$ cat config.mk
export PLATFORM = sky130hd
export DESIGN_NAME = serial_adder_ctrl
export DESIGN_NICKNAME = d
export VERILOG_FILES = /design/src/rtl/serial_adder_ctrl.sv
export SDC_FILE = /design/constraint.sdc
export NUM_CORES = 1
export LEC_CHECK = 0
export CAP_MARGIN = 0
export CORE_ASPECT_RATIO = 1.2
export CORE_UTILIZATION = 30
export CTS_CLUSTER_DIAMETER = 50
export CTS_CLUSTER_SIZE = 14
export DETAILED_ROUTE_END_ITERATION = 16
export RECOVER_POWER = 50
export SLEW_MARGIN = 30
export SYNTH_ARGS = -nofsm -noshare
export SYNTH_HDL_FRONTEND = slang
export SYNTH_SLANG_ARGS = --single-unit
$ cat constraint.sdc
create_clock -name clk -period 1.74 [get_ports clk]
set_input_delay 0.348 -clock clk [delete_from_list [all_inputs] [get_ports clk]]
set_output_delay 0.348 -clock clk [all_outputs]
set_load 0.1 [all_outputs]
$ cat src/rtl/serial_adder_ctrl.sv
`timescale 1ns/1ps
`default_nettype none
// ============================================================================
//  Module      : serial_adder_ctrl
//  Description : Bit-serial add/subtract sequencer. One full-adder slice is
//                stepped over WIDTH-bit operands, LSB first, one bit per
//                clock. Start is a valid/ready handshake; completion is a
//                one-cycle done pulse with sum/cout/ovf held afterwards.
//  Revision    : 1.0 - initial release
// ============================================================================
module serial_adder_ctrl #(
  parameter int WIDTH = 8
) (
  input  logic             clk,
  input  logic             rst,
  input  logic             start_valid,
  output logic             start_ready,
  input  logic [WIDTH-1:0] a,
  input  logic [WIDTH-1:0] b,
  input  logic             sub,
  input  logic             abort,
  output logic             busy,
  output logic             done,
  output logic [WIDTH-1:0] sum,
  output logic             cout,
  output logic             ovf
);

  // Bit counter only has to reach WIDTH-1 (last step index).
  localparam int             c_cnt_w    = (WIDTH > 2) ? $clog2(WIDTH) : 1;
  localparam logic [c_cnt_w-1:0] c_last_cnt = c_cnt_w'(WIDTH - 1);
  localparam logic [c_cnt_w-1:0] c_cnt_one  = c_cnt_w'(1);

  typedef enum logic [1:0] {
    ST_IDLE = 2'd0,
    ST_RUN  = 2'd1,
    ST_DONE = 2'd2
  } state_t;

  state_t               r_state;
  state_t               w_state_nxt;

  // Operand shift registers: bit 0 of each is the slice input this cycle.
  logic [WIDTH-1:0]     r_opa;
  logic [WIDTH-1:0]     r_opb;
  // Collects the first WIDTH-1 result bits; the MSB goes straight to sum.
  logic [WIDTH-2:0]     r_shift;
  logic                 r_carry;
  logic [c_cnt_w-1:0]   r_count;

  logic                 w_accept;
  logic                 w_step;
  logic                 w_finish;
  logic                 w_bit;
  logic                 w_carry_nxt;
  logic [WIDTH-1:0]     w_shift_full;

  // Full-adder slice on the current operand LSBs.
  assign w_bit        = r_opa[0] ^ r_opb[0] ^ r_carry;
  assign w_carry_nxt  = (r_opa[0] & r_opb[0]) | (r_opa[0] & r_carry) | (r_opb[0] & r_carry);
  assign w_shift_full = {w_bit, r_shift};

  // State register; async reset returns straight to IDLE.
  always_ff @(posedge clk or posedge rst) begin
    if (rst) begin
      r_state <= ST_IDLE;
    end else begin
      r_state <= w_state_nxt;
    end
  end

  // Next-state decode, datapath strobes and state-decoded outputs.
  always_comb begin
    w_state_nxt = r_state;
    w_accept    = 1'b0;
    w_step      = 1'b0;
    w_finish    = 1'b0;
    start_ready = 1'b0;
    busy        = 1'b0;
    done        = 1'b0;
    case (r_state)
      ST_IDLE: begin
        start_ready = 1'b1;
        // Accept takes priority over a concurrent abort, which is ignored here.
        if (start_valid) begin
          w_accept    = 1'b1;
          w_state_nxt = ST_RUN;
        end
      end
      ST_RUN: begin
        busy = 1'b1;
        if (abort) begin
          w_state_nxt = ST_IDLE;
        end else begin
          w_step = 1'b1;
          if (r_count == c_last_cnt) begin
            w_finish    = 1'b1;
            w_state_nxt = ST_DONE;
          end
        end
      end
      ST_DONE: begin
        busy        = 1'b1;
        done        = 1'b1;
        w_state_nxt = ST_IDLE;
      end
      default: begin
        w_state_nxt = ST_IDLE;
      end
    endcase
  end

  // Operand load on accept, then one shift/add step per RUN cycle.
  always_ff @(posedge clk or posedge rst) begin
    if (rst) begin
      r_opa   <= '0;
      r_opb   <= '0;
      r_shift <= '0;
      r_carry <= 1'b0;
      r_count <= '0;
    end else if (w_accept) begin
      r_opa   <= a;
      // Subtraction is A + ~B + 1: invert B and seed the carry with 1.
      r_opb   <= sub ? ~b : b;
      r_carry <= sub;
      r_count <= '0;
    end else if (w_step) begin
      r_opa   <= r_opa >> 1;
      r_opb   <= r_opb >> 1;
      r_shift <= w_shift_full[WIDTH-1:1];
      r_carry <= w_carry_nxt;
      // Counter parks at zero after the last step rather than wrapping.
      r_count <= w_finish ? '0 : (r_count + c_cnt_one);
    end
  end

  // Result registers update only on the completing edge.
  always_ff @(posedge clk or posedge rst) begin
    if (rst) begin
      sum  <= '0;
      cout <= 1'b0;
      ovf  <= 1'b0;
    end else if (w_finish) begin
      sum  <= w_shift_full;
      cout <= w_carry_nxt;
      // r_carry here is still the carry into the MSB slice.
      ovf  <= r_carry ^ w_carry_nxt;
    end
  end

endmodule
`default_nettype wire

==> metrics.md, run 1 <==
| Metric | Value |
|---|---|
| Run status | completed |
| Seq/Total Area, Yosys | a little over half |
| Hold Crit Class | reg -> reg |
| Final core utilization | roughly 40% |
| Ys Warns | 0 |
| Crit-path max cell delay | around 0.39 ns |
| Clk pin slew, worst setup/hold paths | about 0.080 ns |
| IO Port Bufs | 33 |
| Post-synth top flop | dfrtp_1 |
| RSZ-0062 raised after global routing | no |
| Final wirelength | about 3300 microns |
| Routability Congestion | about 0.73 |
| Power per cell area | around 1500 nW/um^2 |
| Avg Synthesized Cell Area | between 10 and 15 sq um |
| Clk_skew | roughly 0.0064 ns |
| DR DRC count | 0 |
| # diodes | 0 |
| Fin. max-slew vios | 0 |
| CTS tree | built |
| FMAX | about 620 MHz |
| Vias per cell | between 4 and 5 |
| NumNets Final | 236 |
| CTS root buf | clkbuf_8 |
| Syn Inst Count | between 150 and 200 |
| Vias in the first global route | between 1000 and 1500 |
| Pleak | 1.15 nW |
| TritonCTS Buffers | 5 |
| Reg2Reg Setup Slack | between 0.1 and 0.15 ns |
| CP max-delay cell | dfrtp_1 |
| Reg-to-reg startpoint | r_count[0] |
| Post-DP HPWL | ~2300 microns |
| Largest net degree at the start of global routing | 40 |
| EDFF count, synth | 0 |
| Final worst slack | ~0.13 ns |
| Synth Area in XOR/XNOR | under 10% |
| Worst slew margin | roughly 37% |
| Final min period | approximately 1.6 ns |
| Die Area | around 6500 sq um |
| Arrival time at the worst endpoint | ~1.8 ns |
| Ys async rst share | between 90% and 100% |
| Core Area | 6010 sq um |
| Placed cell area | about 2400 sq um |
| Die height | roughly 90 microns |
| FF+latch count, synth | 39 |
| Cell Area, Synth | around 1900 sq um |
| Global-route usage over all layers | approximately 11% |
| Layout area overhead | 33.7% |
| FF-to-FF path depth | 5 |
| Synth Area in Compound Gates | ~7.2% |
| Total Power | approximately 0.0037 W |
| Clk buf depth | 2 |
| DRT iter0 DRCs | 72 |
| Synth top area share | between 50% and 60% |
| Cells on Worst Hold Path | 1 |
| Crit-path most repeated cell | ha_1 |
| Global-route wire length before repair | roughly 5500 microns |
| Worst-Margin Slew | ~0.94 ns |
| Drt first pass iters | 4 |
| CP Class | reg -> reg |
| Count leader, synth | dfrtp_1 |
| Synthesized Nets | 198 |
| CP required | 1.92 ns |
| Top cells by count, synth | 39 x dfrtp_1, 36 x nand2_1, 15 x a31oi_1, 15 x nor2_1, 9 x mux2_2 |
| Via Count | between 1000 and 1500 |
| Post-route cell area | ~2500 sq um |
| Largest family of logic cells by synthesized area | simple AND/OR/NAND/NOR gates |
| Crit-path max FO | 11 |
| Die Span X | 73.7 microns |
| Main area contributors after synthesis | dfrtp_1 53%, nand2_1 7.3%, mux2_4 5.7% |
| CTS H-tree depth | 2 |
| Largest area contributor in the netlist | dfrtp_1 |
| Row cnt | 31 |
| Crit end category | register |
| Initial antenna violation count | 0 |
| Setup crit start kind | register |
| Post_cts resized | 0 |
| Initial Util | 30.8% |
| Final setup violating endpoints | 0 |
| Final ANT Viol Nets | 0 |
| CTS Hold Buffers Added | 0 |
| Final Hold Vio Count | 0 |
| Layout cells sized above 1 | 22.5% |
| Mux share of post-synthesis cell area | between 10% and 20% |
| CP delay by family, top | adder cells |
| Maxcap violations | 0 |
| Clock Sinks | 39 |
| Count of unique library cells instantiated by Yosys | 25 |
| Capturing point of the worst reg2reg path | sum[5] |
| WHS Endpoint | sum[0] |
| Total grt overflow | 0 |
| Tcrit/Tclk final | just over 90% |
| Beginning of the worst hold path | sum[0] |
| CP Buf/Inv Count | 1 |
| Area share of fa/ha/maj cells after synthesis | under 10% |
| Later-pin clock latency in the skew report | ~0.29 ns |
| Worst path cell trace | ha_1 > ha_1 > nand3b_1 > buf_4 > mux2_2 |
| Avg WL per Cell | approximately 11 microns |
| Postcts setup bufs | 0 |
| Simple-gate portion of the synthesized area | ~15% |
| Peak VDD IR | 0.000974 V |
| I/O pin count | 34 |
| Pre-CTS WS | around 0.038 ns |
| Setup TNS | 0 ns |
-- state kept, by name, indices dropped and copies added, names as in the netlist --
signal and flops:
cout 1, ovf 1, r_carry 1, r_count 3
r_opa 8, r_opb 8, r_shift 7, r_state 2
sum 8
-- stage by stage --
stage | std cells | hold WS [ns]
finish | 291 | 0.505
global route | 291 | 0.528
CTS | 291 | 0.413
detailed placement | 283 | 0.490
global placement | 283 | 0.489
floorplan | 170 | 0.453
-- cell families (layout without fill, tap and decap cells) --
family          after synthesis  in the layout
mux                          17             17
fa+ha+maj                     7              7
compound gates               23             23
simple gates                 63             63
xor+xnor                      9              9
flops                        39             39
buf+inv                      12             51
-- area by class of cell --
class / instances / area, sq um
Tap cell: 82 / 103
Sequential cell: 39 / 976
Clock buffer: 6 / 82.6
Fill cell: 587 / 3540
Clock inverter: 2 / 35.0
Timing Repair Buffer: 40 / 448
Inverter: 3 / 11.3
Multi-Input combinational cell: 119 / 821
-- where the power goes --
group	total, W	switching, W	internal [W]	leakage, nW
clock	0.000779	0.000315	0.000464	0.0612
sequential	0.00146	0.000213	0.00124	0.489
combinational	0.00149	0.000791	0.000698	0.600
-- worst max-delay path by stage --
stage | from | endpoint | depth (start not counted)
floorplan | r_state[0] | done | 2
global placement | abort | r_opa[0] | 5
detailed placement | abort | r_opb[5] | 5
CTS | r_count[0] | sum[5] | 5
global route | r_state[1] | r_opa[0] | 6
finish | r_count[0] | sum[5] | 5
-- metal layers --
metal  share of wire [%]  vias up  track usage, %
met5                   0        -               0
met2                  47       21            18.3
met1                  46      607            13.9
li1                    -      640               -
met3                 4.6        5            3.68
met4                 1.7        0            4.72
-- cells in the final DEF, fill, tap and decap left out, types with 2 or more instances in the layout --
| cell type | count |
|---|---|
| a21oi_1 | 5 |
| a31oi_1 | 15 |
| buf_12 | 9 |
| buf_4 | 5 |
| clkbuf_2 | 6 |
| clkbuf_8 | 6 |
| clkdlybuf4s50_1 | 19 |
| dfrtp_1 | 39 |
| ha_1 | 5 |
| inv_1 | 3 |
| mux2_2 | 9 |
| mux2_4 | 7 |
| nand2_1 | 36 |
| nand2b_1 | 2 |
| nand3_1 | 2 |
| nand3b_1 | 3 |
| nor2_1 | 15 |
| o21ai_0 | 3 |
| xnor2_1 | 2 |
| xor2_1 | 7 |
Note: power is estimated with default switching activity, not from simulation.
==> inputs of run 2 (changes only) <==
--- a/config.mk
+++ b/config.mk
@@ -8,3 +8,3 @@
 export CAP_MARGIN = 0
-export CORE_ASPECT_RATIO = 1.2
+export CORE_ASPECT_RATIO = 1.1
 export CORE_UTILIZATION = 30
==> constraint.sdc (replaced) <==
create_clock -name clk -period 2 [get_ports clk]
set_input_delay 0.4 -clock clk [delete_from_list [all_inputs] [get_ports clk]]
set_output_delay 0.4 -clock clk [all_outputs]
set_load 0.005 [all_outputs]
==> run 2 against run 1 <==
  * Register-to-register slack improved by 0.24 ns
  * Non-clock buffer count rose by 2
  * Wire length barely moved
  * Die area about the same
  * Sequential share of layout area grew 1.5 points
  * Critical path depth shrank 2
  * Cell count shrank 1.0%
  * Power down 24%
  * Sequential power decreased by 12%
  * Largest cell class unchanged
  * Largest power group is now sequential cells
==> metrics.md, run 2 (same netlist as run 1, synthesis figures left out) <==
| Metric | Value |
|---|---|
| Run status | completed |
| Final wirelength | 3320 microns (about the same) |
| Highest-count cells in the layout ignoring fill and taps | 39 x dfrtp_1, 36 x nand2_1, 32 x clkdlybuf4s50_1, 15 x nor2_1, 15 x a31oi_1 |
| # diodes | 0 (unchanged) |
| CP Buf/Inv Count | 2 (+1) |
| Crit end category | output port |
| CP max-delay cell | clkdlybuf4s50_1 |
| Power per cell area | 1190 nW/um^2 (-21%) |
| CP required | 1.60 ns (-0.32 ns) |
| Arrival time at the worst endpoint | 1.53 ns (-0.26 ns) |
| Post-route cell area | 2390 sq um (-3.6%) |
| Layout area overhead | 28.9% |
| Peak VDD IR | 0.000411 V (-58%) |
| Vias in the first global route | 1238 (+2.0%) |
| NumNets Final | 238 (+0.85%) |
| I/O pin count | 34 (unchanged) |
| Final Hold Vio Count | 0 (unchanged) |
| Vias per cell | 4.49 (+2.5%) |
| Total grt overflow | 0 (unchanged) |
| Crit-path max cell delay | 0.49 ns (+0.10 ns) |
| Hold WS | 0.493 ns (-0.0117 ns) |
| Core Area | 5880 sq um (-2.2%) |
| Post-DP HPWL | 2250 microns (-2.2%) |
| Row cnt | 29 (-6.5%) |
| CP Class | reg -> out |
| Final min period | just under 2 ns |
| TritonCTS Buffers | 5 (unchanged) |
| Via Count | 1292 (+1.5%) |
| Total Power | 0.00283 W (-24%) |
| Biggest regs | r_opa (8), r_opb (8), sum (8) |
| Tcrit/Tclk final | 96.3% |
| Die height | 84.4 microns (-4.2%) |
| Later-pin clock latency in the skew report | 0.29 ns (about the same) |
| Die Area | 6490 sq um (about the same) |
| Internal power | 0.00193 W (-20%) |
| Switch Pwr | 0.000907 W (-31%) |
| Setup crit start kind | register |
| Sw Share | 32.0% (-3.4 points) |
| Maxcap violations | 0 (unchanged) |
| Placed cell area | 2270 sq um (-7.4%) |
| DRT iter0 DRCs | 93 (+29%) |
| Seq pwr share | 45.0% (+5.9 points) |
| Comb pwr share | 34.7% (-5.3 points) |
| FMAX | 519 MHz |
| Fin. max-slew vios | 0 (unchanged) |
| Clk buf depth | 2 (unchanged) |
| Worst slew margin | 35.6% (-1.5 points) |
| Initial antenna violation count | 0 (unchanged) |
| Crit-path max FO | 3 (-8) |
| IO Port Bufs | 33 (unchanged) |
| Clock power frac | 20.3% (-0.6 points) |
| Die Span X | 76.9 microns (+4.3%) |
| Worst path cell trace | inv_2 > ha_2 > clkdlybuf4s50_1 |
| Pleak | 1.10 nW (-4.7%) |
| Final ANT Viol Nets | 0 (unchanged) |
| Final core utilization | 40.6% (-0.57 points) |
| CTS root buf | clkbuf_8 |
| Layout cells sized above 1 | 17.5% (-5.0 points) |
| Clock Sinks | 39 (unchanged) |
| Avg WL per Cell | 11.5 microns (+0.95%) |
| Clk pin slew, worst setup/hold paths | 0.07 ns (about the same) |
| Largest net degree at the start of global routing | 40 (unchanged) |
| Final setup violating endpoints | 0 (unchanged) |
| Clk_skew | 0.00467 ns (-0.00171 ns) |
| Global-route usage over all layers | 11.3% (-0.056 points) |
| Routability Congestion | 0.720 (-1.6%) |
| Drt first pass iters | 4 (unchanged) |
| CP delay by family, top | buffers and inverters |
| Hold Crit Class | reg -> reg |
| CTS tree | built |
| Commonest non-fill, non-tap cell in the layout | dfrtp_1 |
| Worst-Margin Slew | 0.966 ns (+0.0219 ns) |
| Setup TNS | 0 ns (unchanged) |
| DR DRC count | 0 (unchanged) |
| Fillers | 591 (+0.68%) |
| Global-route wire length before repair | 5780 microns (+5.0%) |
| Initial Util | 31.5% (+0.70 points) |
| CTS H-tree depth | 2 (unchanged) |
-- run 2: changes by cell type in the layout (fill, tap and decap cells not counted), sizes merged --
cell | previous run | this run
clkbuf | 12 | 10
clkinv | 1 | 0
clkdlybuf4s50 | 19 | 32
buf | 14 | 7
bufinv | 1 | 0
-- run 2: final timing paths --
kind / cells after the start / from / slack, ns / endpoint
setup / recovery: 3 / r_state[0] / 0.07 / busy
hold / removal: 2 / ovf / 0.49 / ovf
setup reg to reg: 6 / r_state[0] / 0.37 / r_opb[2]
hold reg to reg: 2 / ovf / 0.49 / ovf
max in group asynchronous: 3 / rst / 0.55 / ovf
min in group asynchronous: 3 / rst / 0.84 / r_state[0]
-- run 2: routing by layer --
| layer | part of all wire [%] | track usage, % | routed length (microns) | vias to the layer above |
|---|---|---|---|---|
| li1 | - | - | - | 649 |
| met5 | 0 | 0 | 0 | - |
| met4 | 1.3 | 3.67 | 43 | 0 |
| met3 | 6.6 | 4.35 | 219 | 5 |
| met1 | 49 | 15.3 | 1620 | 610 |
| met2 | 43 | 16.5 | 1430 | 28 |
-- run 2: layout make-up --
cell class | instances | area [sq um] | share of cell area (%)
timing repair buffer | 42 | 393 | 16.5
tap | 77 | 96.3 | 4.04
clock buffer | 8 | 100 | 4.19
inverter | 3 | 11.3 | 0.472
multi-input combinational | 119 | 811 | 34.0
sequential | 39 | 976 | 40.9
-- run 2: stage by stage --
stage	cells	worst slack (ns)
final	288	0.0733
after global routing	288	-0.00596
after CTS	285	0.0227
after detailed placement	277	0.244
after global placement	277	0.274
after floorplan	170	0.459
-- run 2: tightest hold or removal path: cells and delay by family (launching register included) --
| kind | cells | cell delay, ns |
|---|---|---|
| AO/OA/AOI/OAI | 1 | 0.06 |
| AND/OR/NAND/NOR | 1 | 0.05 |
| flip-flops | 1 | 0.35 |
-- run 2: timing repair --
action / CTS / global route
setup buffers: 0 / 3
endpoints found under the setup margin: 0 / 2
hold buffers: 0 / 0
gates resized for setup: 0 / 3
-- run 2: power by group through the flow --
stage | clock, W | combinational, W | sequential (W)
after detailed placement | 0 | 0.000983 | 0.00128
after global routing | 0.000636 | 0.00113 | 0.00132
final | 0.000574 | 0.000985 | 0.00128
after floorplan | 0 | 0.000764 | 0.00123
after global placement | 0 | 0.000958 | 0.00128
after CTS | 0.000598 | 0.000982 | 0.00128
==> inputs of run 3 (changes only) <==
- CELL_PAD_IN_SITES_DETAIL_PLACEMENT: default -> 1
- CELL_PAD_IN_SITES_GLOBAL_PLACEMENT: default -> 2
- CTS_CLUSTER_SIZE: 14 -> 25
- PLACE_DENSITY_LB_ADDON: default -> 0.1
==> run 3 against run 2 <==
  * Non-clock buffer count down 1
  * Critical path depth stayed put
  * Worst hold slack got worse by 0.0099 ns
  * Global-route usage grew 3.0 points
  * Power decreased by 1.3%
  * Clock skew rose by 0.00098 ns
  * Setup slack improved by 0.0075 ns
  * Core utilization down 0.47 points
  * Die area unchanged
  * Design area fell by 1.2%
  * Register-to-register slack got worse by 0.03 ns
==> metrics.md, run 3 (same netlist as run 1, synthesis figures left out) <==
| Metric | Value |
|---|---|
| Commonest non-fill, non-tap cell in the layout | dfrtp_1 |
| Vias in the first global route | 1429 (+15%) |
| CTS H-tree depth | 2 (unchanged) |
| Clk pin slew, worst setup/hold paths | 0.07 ns (about the same) |
| Final Hold Vio Count | 0 (unchanged) |
| Cells on Worst Hold Path | 2 (unchanged) |
| Capturing point of the worst reg2reg path | r_shift[2] |
| Beginning of the worst hold path | ovf |
| CTS Hold Buffers Added | 0 (unchanged) |
| Power per cell area | 1190 nW/um^2 (-0.10%) |
| Global-route wire length before repair | 7280 microns (+26%) |
| Final ANT Viol Nets | 0 (unchanged) |
| Layout area overhead | 27.4% |
| CP Buf/Inv Count | 2 (unchanged) |
| Total grt overflow | 0 (unchanged) |
| Routability Congestion | 0.688 (-4.4%) |
| Clock Sinks | 39 (unchanged) |
| Highest-count cells in the layout ignoring fill and taps | 39 x dfrtp_1, 37 x nand2_1, 31 x clkdlybuf4s50_1, 15 x nor2_1, 15 x a31oi_1 |
| CTS root buf | clkbuf_8 |
| CTS tree | built |
| Crit-path max FO | 4 (+1) |
| Row cnt | 29 (unchanged) |
| CP max-delay cell | clkdlybuf4s50_1 |
| Avg WL per Cell | 14.0 microns (+21%) |
| CP delay by family, top | buffers and inverters |
| Pleak | 1.09 nW (-0.25%) |
| Tcrit/Tclk final | 96.0% (-0.38 points) |
| WHS Endpoint | ovf |
| Final setup violating endpoints | 0 (unchanged) |
| Pre-CTS WS | 0.217 ns (-0.0272 ns) |
| Setup crit start kind | register |
| Final worst slack | 0.0809 ns (+0.00752 ns) |
| FMAX | 521 MHz (+0.39%) |
| Clk_skew | 0.00565 ns (+0.000978 ns) |
| Later-pin clock latency in the skew report | 0.29 ns (about the same) |
| Final wirelength | 4000 microns (+21%) |
| Setup TNS | 0 ns (unchanged) |
| Worst slew margin | 35.6% (about the same) |
| Finished Layout Cells | 287 (-0.35%) |
| Die Area | 6490 sq um (unchanged) |
| Hold WS | 0.483 ns (-0.00994 ns) |
| Crit end category | output port |
| Worst-Margin Slew | 0.966 ns (+0.0000735 ns) |
| Post-DP HPWL | 2750 microns (+22%) |
| RSZ-0062 raised after global routing | no |
| CP Class | reg -> out |
| Maxcap violations | 0 (unchanged) |
| Reg2Reg Setup Slack | 0.34 ns (-0.03 ns) |
| FF-to-FF path depth | 5 (-1) |
| Die Span X | 76.9 microns (unchanged) |
| Dpl cells | 277 (unchanged) |
| CP required | 1.60 ns (about the same) |
| Crit-path max cell delay | 0.50 ns (about the same) |
| Fin. max-slew vios | 0 (unchanged) |
| Clk buf depth | 2 (unchanged) |
| I/O pin count | 34 (unchanged) |
| # diodes | 0 (unchanged) |
| Core Area | 5880 sq um (unchanged) |
| IO Port Bufs | 33 (unchanged) |
| Vias per cell | 4.64 (+3.5%) |
| Initial antenna violation count | 0 (unchanged) |
| Initial Util | 31.5% (unchanged) |
| Global-route usage over all layers | 14.3% (+3.0 points) |
| DRT iter0 DRCs | 44 (-53%) |
| Peak VDD IR | 0.000381 V (-7.3%) |
| NumNets Final | 237 (-0.42%) |
| Drt first pass iters | 4 (unchanged) |
| Final core utilization | 40.1% (-0.47 points) |
| Die height | 84.4 microns (unchanged) |
| Largest net degree at the start of global routing | 40 (unchanged) |
| Hold Crit Class | reg -> reg |
| Worst path cell trace | inv_1 > ha_2 > clkdlybuf4s50_1 |
| Arrival time at the worst endpoint | 1.52 ns (about the same) |
| Final min period | 1.92 ns (-0.00752 ns) |
| Layout cells sized above 1 | 15.7% (-1.8 points) |
| Biggest regs | r_opa (8), r_opb (8), sum (8) |
| DR DRC count | 0 (unchanged) |
| Reg-to-reg startpoint | r_state[1] |
| Run status | completed |
| Via Count | 1333 (+3.2%) |
| TritonCTS Buffers | 5 (unchanged) |
## run 3: cell types whose count changed in the layout (fill, tap and decap cells not counted), sizes merged
cell           before  now
clkinv              0    1
clkbuf             10    9
dlymetal6s2s        0    1
buf                 7    6
clkdlybuf4s50      32   31
## run 3: where the power goes
part           total, W  leakage [nW]  switching, W  internal [W]
Sequential      0.00127         0.489      0.000192       0.00108
Clock          0.000513        0.0422      0.000268      0.000245
Combinational   0.00101         0.562      0.000486      0.000527
Total           0.00280          1.09      0.000946       0.00185
## run 3: cell type report
| type | instances | area (sq um) |
|---|---|---|
| clock buffers | 7 | 76.3 |
| clock inverters | 1 | 5.00 |
| fillers | 673 | 3520 |
| inverters | 3 | 11.3 |
| multi-input cells | 119 | 795 |
| flip-flops and latches | 39 | 976 |
| well taps | 77 | 96.3 |
| repair buffers | 41 | 400 |
## run 3: tightest hold or removal path: cells and delay by family, from the launching register on
kind,cells,cell delay [ns]
simple gates,1,0.05
flops,1,0.34
compound gates,1,0.06
## run 3: layer usage
| layer | track usage, % | vias to the layer above | wire (microns) |
|---|---|---|---|
| met5 | 0 | - | 0 |
| met4 | 4.72 | 0 | 55 |
| met3 | 3.04 | 5 | 126 |
| met2 | 22.2 | 23 | 1950 |
| met1 | 19.7 | 655 | 1880 |
| li1 | - | 650 | - |
## run 3: how the worst max path moves through the flow
stage                     from  slack, ns  cells after the start           to
global route        r_state[1]       0.02                      3  start_ready
floorplan           r_count[0]       0.46                      5         cout
CTS                 r_state[0]       0.02                      3  start_ready
finish              r_state[1]       0.08                      3  start_ready
global placement         abort       0.27                      5   r_count[1]
detailed placement       abort       0.22                      5     r_opb[6]
## run 3: through the flow
stage	power, W	cell area [sq um]
5_1_grt	0.00309	2360
2_1_floorplan	0.00199	1850
3_3_place_gp	0.00226	2280
4_1_cts	0.00286	2360
3_5_place_dp	0.00232	2280
6_report	0.00280	2360
## run 3: repair_timing
item,4_1_cts,5_1_grt
endpoints found under the setup margin,0,2
buffers inserted,0,2
gates resized for setup,0,3
